### src/rtl/axi_w_router_if.sv
// rtl/axi_w_router_if.sv - AXI W-channel router bus bundle (AW select push, master W, slave W, status)
interface axi_w_router_if #(
   parameter int NUM_SLAVES = 4,
   parameter int DATA_WIDTH = 32,
   parameter int SEL_DEPTH  = 4
);
   localparam int SEL_W = $clog2(NUM_SLAVES);
   localparam int CNT_W = $clog2(SEL_DEPTH + 1);

   logic                      aw_push_i;
   logic [SEL_W-1:0]          aw_sel_i;
   logic                      aw_full_o;
   logic [DATA_WIDTH-1:0]     m_wdata_i;
   logic [DATA_WIDTH/8-1:0]   m_wstrb_i;
   logic                      m_wlast_i;
   logic                      m_wvalid_i;
   logic                      m_wready_o;
   logic [DATA_WIDTH-1:0]     s_wdata_o;
   logic [DATA_WIDTH/8-1:0]   s_wstrb_o;
   logic                      s_wlast_o;
   logic [NUM_SLAVES-1:0]     s_wvalid_o;
   logic [NUM_SLAVES-1:0]     s_wready_i;
   logic [CNT_W-1:0]          outstanding_o;
   logic                      decerr_o;
   logic                      ovf_o;

   modport slave (
      input  aw_push_i, aw_sel_i, m_wdata_i, m_wstrb_i, m_wlast_i, m_wvalid_i, s_wready_i,
      output aw_full_o, m_wready_o, s_wdata_o, s_wstrb_o, s_wlast_o, s_wvalid_o,
             outstanding_o, decerr_o, ovf_o
   );

   modport master (
      output aw_push_i, aw_sel_i, m_wdata_i, m_wstrb_i, m_wlast_i, m_wvalid_i, s_wready_i,
      input  aw_full_o, m_wready_o, s_wdata_o, s_wstrb_o, s_wlast_o, s_wvalid_o,
             outstanding_o, decerr_o, ovf_o
   );
endinterface

### src/rtl/axi_w_router.sv
// rtl/axi_w_router.sv - routes W beats to the slave chosen by the oldest outstanding AW
module axi_w_router #(
   parameter int  NUM_SLAVES = 4,
   parameter int  DATA_WIDTH = 32,
   parameter int  SEL_DEPTH  = 4,
   localparam int SEL_W      = $clog2(NUM_SLAVES),
   localparam int CNT_W      = $clog2(SEL_DEPTH + 1),
   localparam int PTR_W      = (SEL_DEPTH > 1) ? $clog2(SEL_DEPTH) : 1
) (
   input logic             clk_i,
   input logic             rst_ni,
   axi_w_router_if.slave   bus
);
   logic [SEL_W-1:0]      mem_q [SEL_DEPTH];
   logic [SEL_W-1:0]      mem_d [SEL_DEPTH];
   logic [PTR_W-1:0]      wr_ptr_q, wr_ptr_d;
   logic [PTR_W-1:0]      rd_ptr_q, rd_ptr_d;
   logic [CNT_W-1:0]      cnt_q, cnt_d;
   logic                  ovf_q, ovf_d;
   logic                  decerr_q, decerr_d;

   logic                  empty, full, head_ok, wready, push, pop;
   logic [SEL_W-1:0]      head;
   logic [NUM_SLAVES-1:0] wvalid_vec;
   logic [DATA_WIDTH-1:0] wdata;

   function automatic logic [PTR_W-1:0] next_ptr(input logic [PTR_W-1:0] p);
      return (p == PTR_W'(SEL_DEPTH - 1)) ? '0 : p + 1'b1;
   endfunction

   assign empty   = (cnt_q == '0);
   assign full    = (cnt_q == CNT_W'(SEL_DEPTH));
   assign head    = mem_q[rd_ptr_q];
   assign head_ok = (32'(head) < NUM_SLAVES);

   // Head index outside the slave range turns the port into a sink that accepts every beat.
   always_comb begin
      wvalid_vec = '0;
      wready     = 1'b0;
      if (!empty) begin
         if (head_ok) begin
            for (int i = 0; i < NUM_SLAVES; i++) begin
               if (SEL_W'(i) == head) begin
                  wvalid_vec[i] = bus.m_wvalid_i;
                  wready        = bus.s_wready_i[i];
               end
            end
         end else begin
            wready = 1'b1;
         end
      end
   end

   // A retiring burst frees its slot in the same cycle, so a full FIFO can still take a push.
   assign pop  = !empty && bus.m_wvalid_i && wready && bus.m_wlast_i;
   assign push = bus.aw_push_i && (!full || pop);

   always_comb begin
      mem_d    = mem_q;
      wr_ptr_d = wr_ptr_q;
      rd_ptr_d = rd_ptr_q;
      cnt_d    = cnt_q;
      if (push) begin
         mem_d[wr_ptr_q] = bus.aw_sel_i;
         wr_ptr_d        = next_ptr(wr_ptr_q);
      end
      if (pop) begin
         rd_ptr_d = next_ptr(rd_ptr_q);
      end
      case ({push, pop})
         2'b10:   cnt_d = cnt_q + 1'b1;
         2'b01:   cnt_d = cnt_q - 1'b1;
         default: cnt_d = cnt_q;
      endcase
      ovf_d    = ovf_q || (bus.aw_push_i && !push);
      decerr_d = pop && !head_ok;
   end

   always_ff @(posedge clk_i or negedge rst_ni) begin
      if (!rst_ni) begin
         for (int i = 0; i < SEL_DEPTH; i++) begin
            mem_q[i] <= '0;
         end
         wr_ptr_q <= '0;
         rd_ptr_q <= '0;
         cnt_q    <= '0;
         ovf_q    <= 1'b0;
         decerr_q <= 1'b0;
      end else begin
         mem_q    <= mem_d;
         wr_ptr_q <= wr_ptr_d;
         rd_ptr_q <= rd_ptr_d;
         cnt_q    <= cnt_d;
         ovf_q    <= ovf_d;
         decerr_q <= decerr_d;
      end
   end

   assign wdata             = bus.m_wdata_i;
   assign bus.s_wdata_o     = wdata;
   assign bus.s_wstrb_o     = bus.m_wstrb_i;
   assign bus.s_wlast_o     = bus.m_wlast_i;
   assign bus.s_wvalid_o    = wvalid_vec;
   assign bus.m_wready_o    = wready;
   assign bus.aw_full_o     = full;
   assign bus.outstanding_o = cnt_q;
   assign bus.decerr_o      = decerr_q;
   assign bus.ovf_o         = ovf_q;
endmodule

### src/flat_wrapper.sv
// flat-port wrapper written by rule: the top's interface ports become plain ports
module axi_w_router_flat 
#(
   parameter int  NUM_SLAVES = 4,
   parameter int  DATA_WIDTH = 32,
   parameter int  SEL_DEPTH  = 4,
   localparam int SEL_W      = $clog2(NUM_SLAVES),
   localparam int CNT_W      = $clog2(SEL_DEPTH + 1),
   localparam int PTR_W      = (SEL_DEPTH > 1) ? $clog2(SEL_DEPTH) : 1
)
  (clk_i, rst_ni, bus_aw_push_i, bus_aw_sel_i, bus_m_wdata_i, bus_m_wstrb_i, bus_m_wlast_i, bus_m_wvalid_i, bus_s_wready_i, bus_aw_full_o, bus_m_wready_o, bus_s_wdata_o, bus_s_wstrb_o, bus_s_wlast_o, bus_s_wvalid_o, bus_outstanding_o, bus_decerr_o, bus_ovf_o);
  axi_w_router_if #(.NUM_SLAVES(NUM_SLAVES), .DATA_WIDTH(DATA_WIDTH), .SEL_DEPTH(SEL_DEPTH)) bus_i ();
  input logic clk_i;
  input logic rst_ni;
  input wire logic [$bits(bus_i.aw_push_i)-1:0] bus_aw_push_i;
  input wire logic [$bits(bus_i.aw_sel_i)-1:0] bus_aw_sel_i;
  input wire logic [$bits(bus_i.m_wdata_i)-1:0] bus_m_wdata_i;
  input wire logic [$bits(bus_i.m_wstrb_i)-1:0] bus_m_wstrb_i;
  input wire logic [$bits(bus_i.m_wlast_i)-1:0] bus_m_wlast_i;
  input wire logic [$bits(bus_i.m_wvalid_i)-1:0] bus_m_wvalid_i;
  input wire logic [$bits(bus_i.s_wready_i)-1:0] bus_s_wready_i;
  output wire logic [$bits(bus_i.aw_full_o)-1:0] bus_aw_full_o;
  output wire logic [$bits(bus_i.m_wready_o)-1:0] bus_m_wready_o;
  output wire logic [$bits(bus_i.s_wdata_o)-1:0] bus_s_wdata_o;
  output wire logic [$bits(bus_i.s_wstrb_o)-1:0] bus_s_wstrb_o;
  output wire logic [$bits(bus_i.s_wlast_o)-1:0] bus_s_wlast_o;
  output wire logic [$bits(bus_i.s_wvalid_o)-1:0] bus_s_wvalid_o;
  output wire logic [$bits(bus_i.outstanding_o)-1:0] bus_outstanding_o;
  output wire logic [$bits(bus_i.decerr_o)-1:0] bus_decerr_o;
  output wire logic [$bits(bus_i.ovf_o)-1:0] bus_ovf_o;
  assign bus_i.aw_push_i = bus_aw_push_i;
  assign bus_i.aw_sel_i = bus_aw_sel_i;
  assign bus_i.m_wdata_i = bus_m_wdata_i;
  assign bus_i.m_wstrb_i = bus_m_wstrb_i;
  assign bus_i.m_wlast_i = bus_m_wlast_i;
  assign bus_i.m_wvalid_i = bus_m_wvalid_i;
  assign bus_i.s_wready_i = bus_s_wready_i;
  assign bus_aw_full_o = bus_i.aw_full_o;
  assign bus_m_wready_o = bus_i.m_wready_o;
  assign bus_s_wdata_o = bus_i.s_wdata_o;
  assign bus_s_wstrb_o = bus_i.s_wstrb_o;
  assign bus_s_wlast_o = bus_i.s_wlast_o;
  assign bus_s_wvalid_o = bus_i.s_wvalid_o;
  assign bus_outstanding_o = bus_i.outstanding_o;
  assign bus_decerr_o = bus_i.decerr_o;
  assign bus_ovf_o = bus_i.ovf_o;
  axi_w_router #(.NUM_SLAVES(NUM_SLAVES), .DATA_WIDTH(DATA_WIDTH), .SEL_DEPTH(SEL_DEPTH)) u_core (.clk_i(clk_i), .rst_ni(rst_ni), .bus(bus_i));
endmodule
### config.mk
export PLATFORM = sky130hd
export DESIGN_NAME = axi_w_router_flat
export DESIGN_NICKNAME = d
export VERILOG_FILES = /design/src/rtl/axi_w_router_if.sv /design/src/rtl/axi_w_router.sv /design/src/flat_wrapper.sv
export SDC_FILE = /design/constraint.sdc
export NUM_CORES = 1
export LEC_CHECK = 0
export CAP_MARGIN = 5
export CORE_ASPECT_RATIO = 0.7
export CORE_UTILIZATION = 30
export DETAILED_ROUTE_END_ITERATION = 16
export PLACE_DENSITY = 0.75
export SYNTH_ARGS = -nofsm -noshare
export SYNTH_HDL_FRONTEND = slang
export SYNTH_SLANG_ARGS = --single-unit
### constraint.sdc
create_clock -name clk_i -period 2.9 [get_ports clk_i]
set_clock_uncertainty 0.2 [all_clocks]
set_input_delay 0.58 -clock clk_i [delete_from_list [all_inputs] [get_ports clk_i]]
set_output_delay 0.58 -clock clk_i [all_outputs]
set_load 0.05 [all_outputs]
Yosys cells after proc, flatten, opt, wreduce, memory -nomap -nowiden

Index checks and enable logic that the tools add are counted.

Shifts and indexed selects: 0
Multipliers: 0
Equality and inequality tests: 8
Magnitude comparators: 3
Multiplexer cells: 19
Div/mod/pow operators: 0
Reduce and logical (&&, ||, !) cells: 14
Bitwise gates (word level): 2
Add/subtract/negate cells: 4

Operators with widths:

| operator                                                             | number |
|---|---|
| 2-bit two-way mux                                                    | 5 |
| 1-bit two-way mux                                                    | 9 |
| 8-bit bitwise mux                                                    | 1 |
| 2-bit == test, second input constant                                 | 3 |
| 3-bit >= comparator, second input constant                           | 2 |
| 1-bit logical AND                                                    | 6 |
| 2-bit NOT with 3-bit output                                          | 2 |
| 3-bit one-hot mux with 2 select lines                                | 1 |
| 2-bit by 1-bit adder with 2-bit output, second input constant        | 2 |
| 2-bit binary-select mux with 2-bit select                            | 1 |
| 2-bit demux with 2-bit select                                        | 1 |
| 2-bit == test, first input constant                                  | 2 |
| 4-bit two-way mux                                                    | 1 |
| 3-bit by 1-bit adder with 3-bit output, second input constant        | 1 |
| 3-bit == test, second input constant                                 | 1 |
| 1-bit zero test                                                      | 3 |
| 3-bit zero test                                                      | 1 |
| 3-bit by 1-bit < comparator with 1-bit output, second input constant | 1 |
| 3-bit by 1-bit subtractor with 3-bit output, second input constant   | 1 |
| 1-bit by 2-bit == test with 1-bit output, first input constant       | 1 |
| 2-bit by 1-bit == test with 1-bit output, second input constant      | 1 |
| 2-bit zero test                                                      | 1 |
| 1-bit logical OR                                                     | 2 |
| 2-bit nonzero test                                                   | 1 |

Output and inout port bits: 48
Latch bits: 0
Memory bits (writable): 0
Memories: 0
Input bits: 47
Register bits after elaboration: 16
ROM bits: 0

Logic depth before layout (Yosys ltp)

Depth in word-level cells: 17
Mapped depth: 10
Depth with buffers taken out: 10

Least setup slack after synthesis

No wires, ideal clock.

Kind: register to output
From: reg u_core.rd_ptr_q[0]
To: out bus_s_wvalid_o[0]
Required time: 2120 ps
Stages on the path, launching flop included: 3
Arrival: 2210 ps
Path slack: -90 ps
Path buffers: 0
Cells stage by stage: dfrtp_1 mux4_2 nor3b_1

Longest elaborated chain between the ends: 7

RTL lines:

| element                                              | line               | RTL |
|---|---|---|
| start: declaration                                   | axi_w_router.sv:17 | `logic [PTR_W-1:0] rd_ptr_q, rd_ptr_d;` |
| start signal: assignment                             | axi_w_router.sv:92 | `rd_ptr_q <= rd_ptr_d;` |
| 2-bit NOT with 3-bit output (not written as such)    | axi_w_router.sv:33 | `assign head = mem_q[rd_ptr_q];` |
| 2-bit binary-select mux with 2-bit select            | axi_w_router.sv:33 |  |
| 2-bit two-way mux (not written as such) (2 in a row) | axi_w_router.sv:33 |  |
| 2-bit zero test                                      | axi_w_router.sv:43 | `if (SEL_W'(i) == head) begin` |
| 1-bit two-way mux                                    | axi_w_router.sv:43 |  |
| 4-bit two-way mux                                    | axi_w_router.sv:40 | `if (!empty) begin` |
| end: declaration                                     | flat_wrapper.sv:27 | `output wire logic [$bits(bus_i.s_wvalid_o)-1:0] bus_s_wvalid_o;` |

No other way between the ends. The select of a mux whose other input is x is not followed.

Worst setup path after layout

From: reg u_core.rd_ptr_q[0]
To: reg u_core.cnt_q[2], in the netlist u_core.bus.outstanding_o[2]

Longest elaborated chain between the ends: 16
Elaborated cells on any way between the ends: 21
Classes of those cells: eq/ne (5); mux (9); bitwise (1); reduce/logical (6)

RTL lines:

| element                                                                            | line               | RTL |
|---|---|---|
| 2-bit NOT with 3-bit output (not written as such) (*)                              | axi_w_router.sv:33 |  |
| 2-bit binary-select mux with 2-bit select (*)                                      | axi_w_router.sv:33 |  |
| 2-bit two-way mux (not written as such) (*) (2 in a row)                           | axi_w_router.sv:33 |  |
| 2-bit zero test                                                                    | axi_w_router.sv:43 |  |
| 1-bit two-way mux (3 in a row)                                                     | axi_w_router.sv:43 |  |
| 1-bit two-way mux (*)                                                              | axi_w_router.sv:43 |  |
| 1-bit two-way mux (*)                                                              | axi_w_router.sv:40 |  |
| 1-bit logical AND (*) (2 in a row)                                                 | axi_w_router.sv:55 | `assign pop = !empty && bus.m_wvalid_i && wready && bus.m_wlast_i;` |
| net u_core.pop                                                                     | axi_w_router.sv:22 | `logic empty, full, head_ok, wready, push, pop;` |
| 1-bit logical OR                                                                   | axi_w_router.sv:56 | `assign push = bus.aw_push_i && (!full \|\| pop);` |
| 1-bit logical AND                                                                  | axi_w_router.sv:56 |  |
| 2-bit by 1-bit == test with 1-bit output / 2-bit == test (equally long branches)   | axi_w_router.sv:70 | `case ({push, pop})` |
| 3-bit one-hot mux with 2 select lines / 2-bit nonzero test (equally long branches) | -                  |  |
| end signal: assignment                                                             | axi_w_router.sv:93 | `cnt_q <= cnt_d;` |
| end: declaration                                                                   | axi_w_router.sv:18 | `logic [CNT_W-1:0] cnt_q, cnt_d;` |

Mark *: on every way through the listed nets, which the timed path passes. The rest lies on a longest branch. The select of a mux whose other input is x is not followed.
A chain may end at the register's enable or synchronous reset.

==> impl_results.md <==
* Status: finished clean
* Clk Latency, worst-skew pair at ~0.25 ns
* Post-DP HPWL at between 1500 and 2000 um
* Launching point of the worst reg2reg path: u_core.rd_ptr_q[0]
* PwrDens at 1340 nW/um2
* Vias at roughly 700
* Crit path arrival time at 2.82 ns
* Req. time, crit path at between 2 and 3 ns
* Initial drt markers at 11
* Final Max Tran Viols at 0
* FMAX at 352 MHz
* Vias per cell at 4.42
* Synthesized area per cell at roughly 11 um2
* Drt drc at 0
* Largest cells by area after synthesis: dfrtp_1 32%, buf_4 23%, mux2_1 7.1%
* Reg2reg setup slack at around 0.055 ns
* YS warnings at 0
* Top FF cell, synth: dfrtp_1
* Hold Path Class: reg -> reg
* Post-synth EDFFs at 0
* Fill count at 381
* Yosys reg bits at 16
* Placed Area at 1350 um2
* Htree depth at 1
* CTS sink count at 16
* Cell chain of the critical path: mux4_2 > mux2i_4 > mux2_4 > nor2b_4 > ha_4 > inv_2 > fa_2 > xor2_1 > nor2_1 > xor2_1
* Die Footprint at approximately 4500 um2
* Met2 wire len at 1010 um
* Max-cap viol count at 0
* Worst reg-to-reg path cell count at 10
* Wire length on met1 at 921 um
* Hold Path Origin: u_core.bus.ovf_o
* Min Tclk post-route at 2.84 ns
* CP max stage delay at 0.58 ns
* Worst Hold End: u_core.bus.ovf_o
* RSZ-0062 raised after global routing: yes
* Setup TNS at 0 ns
* Site Rows at 19
* Post-Place Worst Slack at -0.0699 ns
* Initial Util at 0.318
* Post-synthesis cell area at 1260 um2
* CP endpoint kind: register
* Gr usage total at 0.109
* Synth top area share at 0.317
* Initial antenna violation count at 0
* Final Hold Vio Count at 0
* First-pass GRT wire length at around 3600 um
* Hold Slack at 0.281 ns
* GP Congestion at 0.718
* Top layer in use: met4
* Power Total at about 1.9 mW
* Synth cell count leaders: 38 x buf_4, 16 x dfrtp_1, 8 x mux2_1
* Post-synth top area cell: dfrtp_1
* Ratio of cells with drive above 1 in the final layout at 0.393
* Design Area, Final at about 1400 um2
* Critical path's slowest cell: mux4_2
* Vias in the first global route at 793
* Crit path max fanout at 3
* Slew margin rel. at 0.526
* Routed WL at 2210 um
* Most frequent cell after synthesis: buf_4
* Final Cycle Share at 0.981
* Hold depth at 1
* Register Area at 402 um2
* Diode count at 0
* Startpoint types: register
* Lkg Pwr at ~0.61 nW
* CTS Hold Bufs at 0
* P&R area growth vs syn at 13.4%
* Routed Antenna Nets at 0
* Root Driver: clkbuf_8
* Area of the core at slightly below 4000 um2
* Largest net degree at the start of global routing at 17
* Max Root-Sink Buffers at 2
* Gr ovfl total at 0
* Drt pass-1 iters at 3
* Syn Nets at 168
* Final #Nets at 163
* Met3 wire length at 195 um
* TritonCTS clock tree: yes
* Maximum vdd drop at 0.738 mV
* Clk slew on worst S/H paths at 0.06 ns
* Post-synth ARST share at 1.00
* CTS Buf Count at 3
* RR Endpoint: u_core.bus.outstanding_o[2]
* Cell mode on critical path: xor2_1
* Multi-input gate area at about 600 um2
* Worst Tran Pin Value at 0.708 ns
* Final setup violation count at 0
* Gate Count Post-Synth at 114
* Input/output buffers at 21
* WL/cell at 13.9 um
* Die width at 79.6 um
* Crit Path Category: reg -> reg
* Cell variety after synth at 30
* Register area share after synthesis at 0.317
* Worst setup margin at 0.0553 ns
* Ports at 95
* Die Span Y at 56.3 um
[per-layer routing]
metal	global-route usage	vias up
met4	0.0519	0
met5	0	-
met2	0.171	23
met3	0.0553	18
li1	-	331
met1	0.123	330
[layout make-up]
class                           count  area share
Clock buffer                        3      0.0288
Inverter                            5      0.0131
Multi-Input combinational cell     55       0.416
Sequential cell                    16       0.280
Tap cell                           52      0.0454
Timing Repair Buffer               28       0.217
[placed cells by master, fill, tap and decap left out, types with 2 or more instances in the layout]
master / n
and3_2: 2
buf_12: 5
buf_4: 8
clkbuf_8: 3
clkdlybuf4s50_1: 15
dfrtp_1: 15
ha_1: 5
inv_1: 4
mux2_1: 8
mux2_2: 2
mux2_4: 3
mux4_2: 2
nand2_1: 3
nor2_1: 5
o21ai_2: 4
xor2_1: 2
[sequential cells by signal (all words and copies together) (netlist names)]
signal                    count
u_core.rd_ptr_q               2
u_core.bus.ovf_o              1
u_core.bus.outstanding_o      3
u_core.wr_ptr_q               2
u_core.mem_q                  8
[per-stage QoR]
step,cells,util
2_1_floorplan,114,-
3_3_place_gp,153,0.341
3_5_place_dp,153,0.341
4_1_cts,159,0.361
5_1_grt,159,0.361
6_report,159,0.361
[critical path, delay by kind of cell (launching register included)]
family / cells / cell delay, ns
fa+ha+maj: 2 / 0.47
xor+xnor: 2 / 0.31
simple gates: 2 / 0.26
mux: 3 / 1.10
buf+inv: 1 / 0.03
flops: 1 / 0.39
[logic make-up after synthesis]
logic type | count (synthesis) | synth area share
compound gates | 7 | 0.0574
xor+xnor | 3 | 0.0208
fa+ha+maj | 7 | 0.0752
buf+inv | 43 | 0.241
flops | 16 | 0.317
mux | 18 | 0.187
other cells | 1 | 0.00297
simple gates | 19 | 0.0990
[power breakdown]
group          total, mW  internal [mW]  switching, mW
clock network      0.164         0.0921         0.0720
logic               1.31          0.641          0.665
registers          0.442          0.345         0.0978
total               1.91           1.08          0.835
[how the worst max path moves through the flow]
stage	cells after the start	startpoint	slack [ns]	to
final	10	u_core.rd_ptr_q[0]	0.06	u_core.bus.outstanding_o[2]
after floorplan	10	u_core.rd_ptr_q[0]	-0.006	u_core.bus.outstanding_o[2]
after global placement	10	u_core.rd_ptr_q[0]	0.05	u_core.bus.outstanding_o[2]
after global routing	10	u_core.rd_ptr_q[0]	-0.03	u_core.bus.outstanding_o[2]
after detailed placement	10	u_core.rd_ptr_q[0]	-0.07	u_core.bus.outstanding_o[2]
after CTS	10	u_core.rd_ptr_q[0]	0.02	u_core.bus.outstanding_o[2]
[timing repair]
item | 4_1_cts | 5_1_grt
endpoints found under the setup margin | 1 | 1
resized for setup | 4 | 1
buffers inserted | 3 | 0
pin swaps | 1 | 1
(Power assumes the default switching activity.)
